==> config.mk <==
export PLATFORM = sky130hd
export DESIGN_NAME = reg_display
export DESIGN_NICKNAME = d
export VERILOG_FILES = /design/src/rtl/reg_display.sv
export SDC_FILE = /design/constraint.sdc
export NUM_CORES = 1
export LEC_CHECK = 0
export BUFFER_PORTS_ARGS = -buffer_cell sky130_fd_sc_hd__buf_2
export CORE_UTILIZATION = 45
export CTS_CLUSTER_DIAMETER = 150
export DETAILED_ROUTE_END_ITERATION = 10
export HOLD_SLACK_MARGIN = 0.12
export PLACE_DENSITY_LB_ADDON = 0.05
export SLEW_MARGIN = 20
export SYNTH_ARGS = -nofsm -noshare
export SYNTH_HDL_FRONTEND = slang
export SYNTH_SLANG_ARGS = --single-unit
==> constraint.sdc <==
create_clock -name clk -period 3.25 [get_ports clk]
set_input_delay 0.1625 -clock clk [delete_from_list [all_inputs] [get_ports clk]]
set_output_delay 0.1625 -clock clk [all_outputs]
set_load 0.01 [all_outputs]
==> src/rtl/reg_display.sv <==
// Register debug display: selects a CPU register (manual or auto-stepped), snapshots it
// once per frame and scans it as eight hex digits onto a common-anode 7-segment display.
module reg_display #(
    parameter int CLK_DIV     = 100000,
    parameter int AUTO_PERIOD = 100000000
) (
    input  logic        clk,
    input  logic        rstn,
    input  logic [4:0]  sw_sel,
    input  logic        auto_en,
    input  logic [31:0] reg_data,
    output logic [4:0]  reg_sel,
    output logic [7:0]  an,
    output logic [7:0]  seg
);

    localparam int DW = (CLK_DIV > 1) ? $clog2(CLK_DIV) : 1;
    localparam int AW = (AUTO_PERIOD > 1) ? $clog2(AUTO_PERIOD) : 1;
    localparam logic [DW-1:0] DIV_LAST  = DW'(CLK_DIV - 1);
    localparam logic [AW-1:0] AUTO_LAST = AW'(AUTO_PERIOD - 1);

    logic [DW-1:0] div_q, div_d;
    logic [2:0]    dig_q, dig_d;
    logic [AW-1:0] auto_q, auto_d;
    logic [4:0]    sel_q, sel_d;
    logic [31:0]   shadow_q, shadow_d;
    logic [7:0]    an_q, an_d;
    logic [7:0]    seg_q, seg_d;
    logic          tick;
    logic [3:0]    nibble;

    function automatic logic [6:0] hex7(input logic [3:0] v);
        logic [6:0] s;
        s = 7'h7F;
        case (v)
            4'h0: s = 7'h40;
            4'h1: s = 7'h79;
            4'h2: s = 7'h24;
            4'h3: s = 7'h30;
            4'h4: s = 7'h19;
            4'h5: s = 7'h12;
            4'h6: s = 7'h02;
            4'h7: s = 7'h78;
            4'h8: s = 7'h00;
            4'h9: s = 7'h10;
            4'hA: s = 7'h08;
            4'hB: s = 7'h03;
            4'hC: s = 7'h46;
            4'hD: s = 7'h21;
            4'hE: s = 7'h06;
            4'hF: s = 7'h0E;
            default: s = 7'h7F;
        endcase
        return s;
    endfunction

    always_comb begin
        tick     = (div_q == DIV_LAST);
        div_d    = tick ? '0 : div_q + DW'(1);
        dig_d    = tick ? dig_q + 3'd1 : dig_q;
        // Capture only at the frame boundary so all eight digits show one coherent value.
        shadow_d = (tick && dig_q == 3'd7) ? reg_data : shadow_q;

        if (!auto_en) begin
            sel_d  = sw_sel;
            auto_d = '0;
        end else if (auto_q == AUTO_LAST) begin
            sel_d  = sel_q + 5'd1;
            auto_d = '0;
        end else begin
            sel_d  = sel_q;
            auto_d = auto_q + AW'(1);
        end

        nibble = shadow_q[{dig_q, 2'b00} +: 4];
        an_d   = ~(8'd1 << dig_q);
        seg_d  = {~(dig_q == 3'd7 && auto_en), hex7(nibble)};
    end

    always_ff @(posedge clk) begin
        if (!rstn) begin
            div_q    <= '0;
            dig_q    <= '0;
            auto_q   <= '0;
            sel_q    <= '0;
            shadow_q <= '0;
            an_q     <= 8'hFF;
            seg_q    <= 8'hFF;
        end else begin
            div_q    <= div_d;
            dig_q    <= dig_d;
            auto_q   <= auto_d;
            sel_q    <= sel_d;
            shadow_q <= shadow_d;
            an_q     <= an_d;
            seg_q    <= seg_d;
        end
    end

    assign reg_sel = sel_q;
    assign an      = an_q;
    assign seg     = seg_q;

endmodule

## Word level (Yosys, flattened, before mapping)

Memory sizes are Yosys's and may differ from the RTL's. A register that Yosys moved wholly into a read port is not among the register bits.
Index checks and enable logic that the tools add are counted.

| cells by class | value |
|---|---|
| add/subtract/negate cells | 4 |
| eq/ne operators | 4 |
| shift operators | 2 |
| multiplexer cells | 2 |
| bitwise operators | 4 |
| reductions and logical operators | 5 |

Operator list:

| cell | count |
|---|---|
| indexed part select 32 x 6 -> 4 bit | 1 |
| adder 27 x 1 -> 27 bit, second input constant | 1 |
| == test 27 bit, second input constant | 1 |
| adder 17 x 1 -> 17 bit, second input constant | 1 |
| == test 17 bit, second input constant | 1 |
| two-way mux 5 bit | 2 |
| NOT 8 bit | 1 |
| << shifter 1 x 3 -> 8 bit, first input constant | 1 |
| adder 5 x 1 -> 5 bit, second input constant | 1 |
| adder 3 x 1 -> 3 bit, second input constant | 1 |
| == test 3 bit, second input constant | 1 |
| NOT 1 bit | 3 |
| OR reduction 3 bit | 1 |
| logical AND 1 bit | 2 |
| != test 2 x 1 -> 1 bit, second input constant | 1 |
| OR reduction 2 bit | 1 |
| logical NOT 1 bit | 1 |

| word-level totals | value |
|---|---|
| register bits | 100 |
| bits in read-only memories | 112 |
| bits of input ports | 40 |
| output and inout port bits | 21 |
| memories | 1 |

Memory list:

| memory | depth | width | rd ports | clocked after memory_dff | write ports | line | RTL |
|---|---|---|---|---|---|---|---|
| (name not given) | 16 | 7 | 1 | 1 | 0 | 35 | `case (v)` |

## Longest topological paths before layout

Gate-level depths: netlist of the first run.

| depth | value |
|---|---|
| word-level depth | 3 |
| mapped depth | 9 |
| gate-level depth less buffers | 8 |

## Least setup slack after synthesis of the first run

Ideal clock, no wire load.

| timing | value |
|---|---|
| path type | register to register |
| from | register dig_q[0] |
| to | register seg_q[3] (netlist: seg[3]) |
| library setup time | 0.136 ns |
| arrival | 2.289 ns |
| data required time | 3.114 ns |
| path slack | 0.825 ns |
| stages on the path, launching flop included | 10 |
| path buffers | 1 |
| cells stage by stage | dfxtp_1 -> buf_6 -> mux4_2 -> mux2i_1 -> inv_1 -> ha_1 -> inv_1 -> a21oi_1 -> a2111oi_0 -> a31oi_1 |

| between the ends | value |
|---|---|
| word-level cells in the longest chain between the ends | 1 |

Ends and longest elaborated chain:

| element | line | RTL |
|---|---|---|
| start: declaration | 23 | `logic [2:0] dig_q, dig_d;` |
| start signal: assignment | 91 | `dig_q <= dig_d;` |
| indexed part select 32 x 6 -> 4 bit | 75 | `nibble = shadow_q[{dig_q, 2'b00} +: 4];` |
| end: declaration | 28 | `logic [7:0] seg_q, seg_d;` |

No other way between the ends.
A chain may end at the register's enable or synchronous reset.

## Final worst setup path of the first run

Ends and elaborated chain as after synthesis.

==> impl_results.md, run 1 <==
- Status: completed
- 1st-pass router iterations: 4
- CP Cell Sequence: mux4_2, mux2i_1, inv_1, ha_1, inv_1, a21oi_1, a2111oi_0, a31oi_1
- Cells after Synth: 507
- Hold crit path type: primary input to flop
- Largest net degree at the start of global routing: 65
- Leakage: 2.08 nW
- CORE AREA: 9820 sq um
- Slowest stage cell, crit path: dfxtp_1
- Delay-heaviest family, CP: multiplexers
- Final Hold Fails: 0
- Worst IR Drop VDD: 0.000238 V
- EDFF count, synth: 0
- CTS clk-pin slew, worst paths: 0.09 ns
- Synthesized flop and latch total: 100
- Top cells by area, synth: dfxtp_1, nand3_1, nand2_1
- Most frequent CP cell: inv_1
- IO Port Bufs: 60
- Initial drt markers: 116
- Num Clock Sinks: 100
- Die Wd: 103 microns
- First-pass GRT wire length: 15900 microns
- RSZ-0062 raised after global routing: false
- Post-Route WL: 9490 microns
- Main flop type after synthesis: dfxtp_1
- Initial Util: 0.466
- Area grow syn2layout: 20.5%
- Met3 routed WL: 328 microns
- Final nets: 652
- Clk root buf: clkbuf_8
- Overall Global Routing Usage: 0.194
- Final TNS setup: 0 ns
- Post-synthesis cell area: 4580 sq um
- WP buf/inv: 2
- Crit. End Element: flop
- Setup violators final: 0
- DRC: 0
- Final GP Congestion: 0.810
- Worst EP required: 3.49 ns
- Hpwl dp: 6380 microns
- Remaining Overflow, GRT: 0
- Worst slew margin: 0.434
- N_diodes: 0
- Worst EP arrival: 2.90 ns
- Register area share after synthesis: 0.437
- Slew Limit Fails: 0
- Avg Inst Size Synth: 9.03 sq um
- Worst-Margin Slew: 0.842 ns
- Most common cell after layout, fill and taps aside: dfxtp_1
- Post-synth cell types: 52
- Worst-skew pair later-pin latency: 0.37 ns
- WS Path Type: flop to flop
- Power, Total: 2.26 mW
- Wire per inst: 12.9 microns
- CP peak stage delay: 0.55 ns
- Vias in the first global route: 3451
- Max Used Layer: met4
- Synth async-reset ratio: 0
- Most frequent cells in the layout: dfxtp_1, nand2_1, buf_2
- Vias post-DR: 3686
- CP Launch Type: flop
- Cell taking the most area after synthesis: dfxtp_1
- Worst setup margin: 0.591 ns
- Final period utilization: 0.818
- DIE AREA: 10600 sq um
- CTS max path bufs: 2
- Minimum clock period: 2.66 ns
- Yosys warns: 0
- Crit Path Max Fanout: 8
- Place WS: 0.646 ns
- Layout cells sized above 1: 0.161
- Syn nets: 562
- Initial antenna violation count: 0
- Number of max-cap violations: 0
- PwrDens: 409 nW/um^2
- Post-synth top area share: 0.437
- Met2 WL: 4220 microns
- Num ports: 61
- CTS tree: yes
- Die height: 103 microns
- Wl on met1: 4810 microns
- H-tree depth: 3
- Clk_skew: 0.00847 ns
- ANT nets after route: 0
- Max Freq: 376 MHz
- Vias/cell: 5.01
- Rows: 36
- CTS Buf Count: 9
[metrics by stage]
stage	hold slack [ns]	utilization	area (sq um)	std cells
2_1_floorplan	0.295	-	4580	507
3_5_place_dp	0.404	0.499	4900	679
5_1_grt	0.204	0.562	5520	735
3_3_place_gp	0.399	0.499	4900	679
6_report	0.196	0.562	5520	735
4_1_cts	0.167	0.562	5520	735
[cell usage after synthesis, types with 2 or more instances]
cell / count
and4_1: 2
inv_1: 12
mux4_2: 6
and3_1: 11
and2_1: 5
xnor2_1: 22
buf_6: 8
o21ai_0: 4
nand4_1: 9
a311o_1: 2
nor4_1: 7
o221ai_1: 4
buf_1: 3
nand2b_1: 2
a21oi_1: 8
nand2_1: 61
xor2_1: 20
mux2i_1: 9
nor4b_1: 2
clkbuf_1: 9
o21ai_1: 32
mux2_2: 2
o211ai_1: 3
buf_2: 4
ha_1: 15
buf_8: 2
nand4b_1: 2
nor3_1: 4
and2_0: 2
a31oi_1: 3
dfxtp_1: 100
nand3_1: 57
nor2_1: 53
nor2b_1: 4
[worst min-delay path, stage by stage]
cell,delay [ns]
buf_2,0.07
nand2_1,0.04
o32a_1,0.17
o211ai_1,0.08
[repair_timing]
item	in CTS	in global routing
hold endpoints to repair	36	0
hold buffers	40	0
gates resized for setup	0	0
setup buffers	0	0
[worst paths after layout]
path	start	endpoint	slack (ns)	cells past startpoint
hold reg to reg	div_q[0]$_SDFF_PP0_	div_q[0]$_SDFF_PP0_	0.45	1
setup reg to reg	dig_q[0]$_SDFFE_PN0N_	seg[3]$_SDFF_PN1_	0.59	8
hold / removal	sw_sel[2]	reg_sel[2]$_SDFFE_PN0P_	0.20	4
setup / recovery	dig_q[0]$_SDFFE_PN0N_	seg[3]$_SDFF_PN1_	0.59	8
[power breakdown]
part | total [mW] | switching [mW] | leakage (nW) | internal [mW]
Sequential | 1.25 | 0.0108 | 0.810 | 1.24
Combinational | 0.138 | 0.0656 | 1.17 | 0.0729
Clock | 0.871 | 0.416 | 0.107 | 0.454
[routing by layer]
| metal | global-route usage | vias to the layer above |
|---|---|---|
| li1 | - | 1932 |
| met4 | 0.0726 | 0 |
| met2 | 0.305 | 77 |
| met5 | 0 | - |
| met1 | 0.263 | 1668 |
| met3 | 0.0386 | 9 |
[sequential cells by signal (all words and copies together), names as in the netlist]
name / count
auto_q: 27
reg_sel: 5
seg: 8
div_q: 17
an: 8
dig_q: 3
shadow_q: 32
[cell type report]
cell class	count	area (sq um)
inverter	13	48.8
timing repair buffer	106	746
tap	133	166
fill	914	4300
clock inverter	4	72.6
clock buffer	12	145
sequential	100	2000
multi-input combinational	367	2340
[cells by family (layout without fill, tap and decap cells)]
family,count (synthesis),in the layout,share of synthesized area
AND/OR/NAND/NOR,229,229,0.249
flip-flops,100,100,0.437
AO/OA/AOI/OAI,63,63,0.0823
XOR/XNOR,42,42,0.0803
buffers and inverters,40,135,0.0527
multiplexers,18,18,0.0571
adder cells (fa/ha/maj),15,15,0.0410
Power figures use the tool's default switching activity.
==> run 2, diff against run 1 <==
Clock period 3.25 ns to 2.4 ns, I/O delays scaled along.
==> run 2 against run 1 <==
Against the previous run:
- register-to-register slack worse by 0.39 ns
- largest cell class unchanged
- utilization is 1.2 points higher
- global-route usage is 0.22 points higher
- clock-buffer cell count is 3 lower
- non-clock buffer count is 13 higher
- wire length is 0.67% higher
- sequential share of layout area is 0.77 points lower
- highest routed layer unchanged
- hold slack better by 0.017 ns
==> impl_results.md, run 2 (synthesis gave the netlist of run 1 again) <==
- Status: completed
- Hold crit path type: primary input to flop
- Final TNS setup: 0 ns (unchanged)
- Num Clock Sinks: 100 (unchanged)
- Initial antenna violation count: 0 (unchanged)
- Worst IR Drop VDD: 0.000349 V (+46%)
- Crit. End Element: flop
- Layout cells sized above 1: 0.181 (+0.0197)
- ANT nets after route: 0 (unchanged)
- RSZ-0062 raised after global routing: false
- Post-CTS Setup Bufs: 0 (unchanged)
- Die Wd: 103 microns (unchanged)
- CTS clk-pin slew, worst paths: 0.09 ns (about the same)
- Cell Area, Placed: 4990 sq um (+1.9%)
- Remaining Overflow, GRT: 0 (unchanged)
- Final Hold Fails: 0 (unchanged)
- Vias in the first global route: 3399 (-1.5%)
- Total area of sequential cells: 2000 sq um (about the same)
- Vias post-DR: 3717 (+0.84%)
- Worst EP arrival: 2.44 ns (-0.46 ns)
- Worst slew margin: 0.686 (+0.252)
- Place WS: 0.0935 ns (-0.552 ns)
- Final GP Congestion: 0.835 (+3.0%)
- Worst hold endpoint: dig_q[0]$_SDFFE_PN0N_
- Rows: 36 (unchanged)
- R2r endpoint: seg[0]$_SDFF_PN1_
- DIE AREA: 10600 sq um (unchanged)
- CP peak stage delay: 0.53 ns (-0.02 ns)
- IO Port Bufs: 60 (unchanged)
- FF-to-FF path depth: 7 (-1)
- Initial Util: 0.466 (unchanged)
- Most frequent CP cell: buf_4
- 1st-pass router iterations: 4 (unchanged)
- Worst-Margin Slew: 0.469 ns (-0.373 ns)
- Area of the multi-input gates: 2340 sq um (+0.21%)
- Initial drt markers: 92 (-21%)
- Worst EP required: 2.64 ns (-0.85 ns)
- CTS Buf Count: 9 (unchanged)
- Max FFs per register: 32 (unchanged)
- Final Instance Area: 5640 sq um (+2.2%)
- Final non-filler cell total: 747 (+1.6%)
- PwrDens: 540 nW/um^2 (+32%)
- Num ports: 61 (unchanged)
- Max Freq: 455 MHz (+21%)
- Worst-skew pair later-pin latency: 0.38 ns (about the same)
- Minimum clock period: 2.20 ns (-0.463 ns)
- Post-Route WL: 9550 microns (+0.67%)
- Setup violators final: 0 (unchanged)
- Hpwl dp: 6520 microns (+2.2%)
- CP Launch Type: flop
- Most common cell after layout, fill and taps aside: dfxtp_1
- Crit Path Max Fanout: 7 (-1)
- CTS tree: yes
- Most frequent cells in the layout: dfxtp_1, nand2_1, buf_2
- H-tree depth: 3 (unchanged)
- Vias/cell: 4.98 (-0.78%)
- Hold_sp: rstn
- WS Path Type: flop to flop
- Slowest stage cell, crit path: mux4_2
- Worst setup margin: 0.203 ns (-0.387 ns)
- Dpl cells: 689 (+1.5%)
- Final period utilization: 0.915 (+0.0971)
- CORE AREA: 9820 sq um (unchanged)
- N_diodes: 0 (unchanged)
- Reg2reg setup slack: 0.20 ns (-0.39 ns)
- Clk root buf: clkbuf_8
- Final nets: 665 (+2.0%)
- Clk_skew: 0.0139 ns (+0.00546 ns)
- Leakage: 2.13 nW (+2.3%)
- Overall Global Routing Usage: 0.196 (+0.00224)
- Number of max-cap violations: 0 (unchanged)
- Slew Limit Fails: 0 (unchanged)
- Area grow syn2layout: 23.2%
- Power, Total: 3.04 mW (+35%)
- CTS max path bufs: 2 (unchanged)
- Die height: 103 microns (unchanged)
- DRC: 0 (unchanged)
- Top reg by flops: shadow_q
- Worst Hold Depth: 3 (-1)
- Fillcell total: 915 (+0.11%)
- First-pass GRT wire length: 15800 microns (-0.82%)
- Wire per inst: 12.8 microns (-0.94%)
- Largest net degree at the start of global routing: 65 (unchanged)
- CP Cell Sequence: buf_4, mux4_2, mux2i_2, buf_4, nand3_1, nor3_1, a311oi_1
- Biggest regs: shadow_q: 32 flops, auto_q: 27 flops, div_q: 17 flops
- Worst R2R Start: dig_q[0]$_SDFFE_PN0N_
==> run 2: cell types whose count changed in the layout (fill, tap and decap cells not counted), sizes merged <==
cell,delta
clkinvlp,+1
buf,+10
inv,+1
clkbuf,-3
dlygate4sd3,+3
==> run 2: report_power, final <==
part / total, mW / switching, mW / internal, mW
logic: 0.196 / 0.0911 / 0.105
clock network: 1.16 / 0.576 / 0.583
registers: 1.69 / 0.0144 / 1.68
total: 3.04 / 0.681 / 2.36
==> run 2: how the worst max path moves through the flow <==
stage	to	startpoint	slack [ns]	cells after the start
after floorplan	seg[3]$_SDFF_PN1_	dig_q[0]$_SDFFE_PN0N_	0.05	9
after global placement	seg[0]$_SDFF_PN1_	dig_q[0]$_SDFFE_PN0N_	0.12	7
after detailed placement	seg[6]$_SDFF_PN1_	dig_q[0]$_SDFFE_PN0N_	0.09	6
after CTS	reg_sel[0]$_SDFFE_PN0P_	auto_q[0]$_SDFF_PP0_	0.07	8
after global routing	seg[0]$_SDFF_PN1_	dig_q[0]$_SDFFE_PN0N_	0.07	7
final	seg[0]$_SDFF_PN1_	dig_q[0]$_SDFFE_PN0N_	0.20	7
==> run 2: worst max-delay path: cells and delay by family, from the launching register on <==
family	cells	cell delay, ns
compound gates	1	0.07
buf+inv	2	0.41
flops	1	0.44
mux	2	0.84
simple gates	2	0.30
==> run 2: repair_timing <==
action | CTS | global route
endpoints found under the hold margin | 37 | 0
hold buffers | 43 | 0
resized for setup | 0 | 3
setup endpoints to repair | 0 | 35
==> run 2: cell type report <==
class                   count  area share
multi-input cells         367       0.415
inverters                  13     0.00865
repair buffers            119       0.154
well taps                 133      0.0295
flip-flops and latches    100       0.355
clock inverters             6      0.0158
clock buffers               9      0.0220
==> run 2: through the flow <==
step	utilization	hold slack, ns
after floorplan	-	0.253
after global placement	0.508	0.357
after detailed placement	0.508	0.361
after CTS	0.574	0.211
after global routing	0.574	0.233
final	0.574	0.213
==> run 2: metal layers <==
metal | track usage | vias to the layer above | wire length [microns]
met1 | 0.271 | 1687 | 4830
met5 | 0 | - | 0
met3 | 0.0671 | 12 | 370
met4 | 0.0574 | 0 | 138
li1 | - | 1963 | -
met2 | 0.288 | 55 | 4220
==> run 3, diff against run 2 <==
==> constraint.sdc (replaced) <==
create_clock -name clk -period 2.4 [get_ports clk]
set_input_delay 0.24 -clock clk [delete_from_list [all_inputs] [get_ports clk]]
set_output_delay 0.24 -clock clk [all_outputs]
set_load 0.01 [all_outputs]
==> run 3 against run 2 <==
Against the previous run:
- utilization down 1.8 points
- first-iteration DRC count up 12%
- maximum frequency up 0.12%
- flip-flop and latch count unchanged
- via count down 1.7%
- sequential share of layout area up 1.2 points
- clock-buffer cell count up 2
- register-to-register slack about the same
- die area unchanged
- critical path type unchanged
- critical endpoint is now seg[3]$_SDFF_PN1_
- highest routed layer unchanged
==> impl_results.md, run 3 (synthesis gave the netlist of run 1 again) <==
- Final GP Congestion: 0.821 (-1.6%)
- DIE AREA: 10600 sq um (unchanged)
- Worst R2R Start: dig_q[0]$_SDFFE_PN0N_
- Hold crit path type: primary input to flop
- WS Path Type: flop to flop
- Initial Util: 0.466 (unchanged)
- Final nets: 649 (-2.4%)
- Rows: 36 (unchanged)
- Final TNS setup: 0 ns (unchanged)
- Slew Limit Fails: 0 (unchanged)
- Most common cell after layout, fill and taps aside: dfxtp_1
- Crit Path Max Fanout: 7 (unchanged)
- Number of max-cap violations: 0 (unchanged)
- Vias/cell: 5.01 (+0.68%)
- FF-to-FF path depth: 8 (+1)
- Wire per inst: 13.0 microns (+2.0%)
- Overall Global Routing Usage: 0.186 (-0.00973)
- First-pass GRT wire length: 15000 microns (-4.8%)
- Leakage: 2.06 nW (-3.6%)
- Area of the multi-input gates: 2340 sq um (about the same)
- R2r endpoint: seg[3]$_SDFF_PN1_
- Minimum clock period: 2.19 ns (-0.00269 ns)
- Worst hold endpoint: shadow_q[12]$_SDFFE_PN0P_
- Initial drt markers: 103 (+12%)
- CTS max path bufs: 2 (unchanged)
- CP Launch Type: flop
- Max FFs per register: 32 (unchanged)
- Fillcell total: 939 (+2.6%)
- Layout cells sized above 1: 0.174 (-0.00629)
- 1st-pass router iterations: 4 (unchanged)
- CTS clk-pin slew, worst paths: 0.09 ns (about the same)
- Num Clock Sinks: 100 (unchanged)
- Slowest stage cell, crit path: mux4_2
- Reg2reg setup slack: 0.21 ns (about the same)
- Num ports: 61 (unchanged)
- RSZ-0062 raised after global routing: false
- Most frequent CP cell: inv_1
- Largest net degree at the start of global routing: 77 (+18%)
- Max Freq: 456 MHz (+0.12%)
- Clk root buf: clkbuf_8
- Vias in the first global route: 3224 (-5.1%)
- Worst slew margin: 0.676 (-0.0106)
- Most frequent cells in the layout: dfxtp_1, nand2_1, buf_2
- Hpwl dp: 6470 microns (-0.82%)
- H-tree depth: 3 (unchanged)
- Worst EP arrival: 2.42 ns (-0.02 ns)
- Post-CTS Setup Bufs: 0 (unchanged)
- Area grow syn2layout: 19.3%
- CORE AREA: 9820 sq um (unchanged)
- Power, Total: 2.89 mW (-4.9%)
- Biggest regs: shadow_q: 32 flops, auto_q: 27 flops, div_q: 17 flops
- CP peak stage delay: 0.53 ns (about the same)
- Worst-skew pair later-pin latency: 0.36 ns (-0.02 ns)
- Worst IR Drop VDD: 0.000324 V (-7.3%)
- ANT nets after route: 0 (unchanged)
- Status: completed
- Final Hold Fails: 0 (unchanged)
- Total area of sequential cells: 2000 sq um (unchanged)
- Vias post-DR: 3652 (-1.7%)
- Initial antenna violation count: 0 (unchanged)
- Die height: 103 microns (unchanged)
- Worst hold slack: 0.134 ns (-0.0796 ns)
- Hold_sp: reg_data[12]
- Remaining Overflow, GRT: 0 (unchanged)
- Clk_skew: 0.00529 ns (-0.00865 ns)
- PwrDens: 530 nW/um^2 (-1.8%)
- Final period utilization: 0.914 (-0.00112)
- IO Port Bufs: 60 (unchanged)
- CTS Buf Count: 9 (unchanged)
- CP Cell Sequence: mux4_2, mux2i_2, inv_1, ha_1, inv_1, a21oi_1, a2111oi_0, a31oi_1
- Post-Route WL: 9510 microns (-0.46%)
- Crit. End Element: flop
- Top reg by flops: shadow_q
- Worst EP required: 2.63 ns (about the same)
- CTS tree: yes
- Worst-Margin Slew: 0.484 ns (+0.0158 ns)
- N_diodes: 0 (unchanged)
- Setup violators final: 0 (unchanged)
- CP startpoint: dig_q[0]$_SDFFE_PN0N_
- DRC: 0 (unchanged)
- Worst Hold Depth: 3 (unchanged)
- Die Wd: 103 microns (unchanged)
==> run 3: changes by cell type in the layout (fill, tap and decap cells not counted), sizes merged <==
cell         change
dlygate4sd3     -13
buf              -3
clkbuf           +2
bufinv           -1
clkinv           -1
clkinvlp         -1
inv              -1
==> run 3: worst max-delay path by stage <==
| stage | to | slack [ns] | cells after the start |
|---|---|---|---|
| after floorplan | seg[3]$_SDFF_PN1_ | 0.05 | 9 |
| after global placement | seg[0]$_SDFF_PN1_ | 0.12 | 7 |
| after detailed placement | seg[0]$_SDFF_PN1_ | 0.06 | 7 |
| after CTS | seg[0]$_SDFF_PN1_ | 0.06 | 7 |
| after global routing | seg[0]$_SDFF_PN1_ | 0.01 | 7 |
| final | seg[3]$_SDFF_PN1_ | 0.21 | 8 |
==> run 3: stage by stage <==
stage | instances | utilization | area, sq um | worst slack [ns]
after global placement | 686 | 0.507 | 4980 | 0.123
after detailed placement | 686 | 0.507 | 4980 | 0.0583
after CTS | 729 | 0.556 | 5460 | 0.0576
final | 729 | 0.556 | 5460 | 0.206
after floorplan | 507 | - | 4580 | 0.0456
after global routing | 729 | 0.556 | 5460 | 0.0131
==> run 3: metal layers <==
| layer | track usage | part of all wire | routed length, microns |
|---|---|---|---|
| met1 | 0.254 | 0.50 | 4760 |
| met2 | 0.291 | 0.46 | 4330 |
| met4 | 0.0585 | 0.012 | 112 |
| met3 | 0.0454 | 0.032 | 306 |
| met5 | 0 | 0 | 0 |
==> run 3: final cells by class <==
type,count,area share
clock buffers,11,0.0259
clock inverters,2,0.00687
inverters,13,0.00894
multi-input cells,367,0.429
flip-flops and latches,100,0.367
well taps,133,0.0305
repair buffers,103,0.132
==> run 3: worst max-delay path, delay by kind of cell (launching register included) <==
family	cells	cell delay, ns
compound gates	3	0.54
fa+ha+maj	1	0.20
flops	1	0.44
buf+inv	2	0.17
mux	2	0.71
==> run 3: repair_timing <==
item                                    in CTS  in global routing
endpoints found under the setup margin       0                 37
resized for setup                            0                  1
endpoints found under the hold margin       30                  0
hold buffers                                30                  0
==> run 3: power by group <==
group	switching, mW	internal, mW
logic	0.0891	0.0898
clock network	0.530	0.494
registers	0.0142	1.68
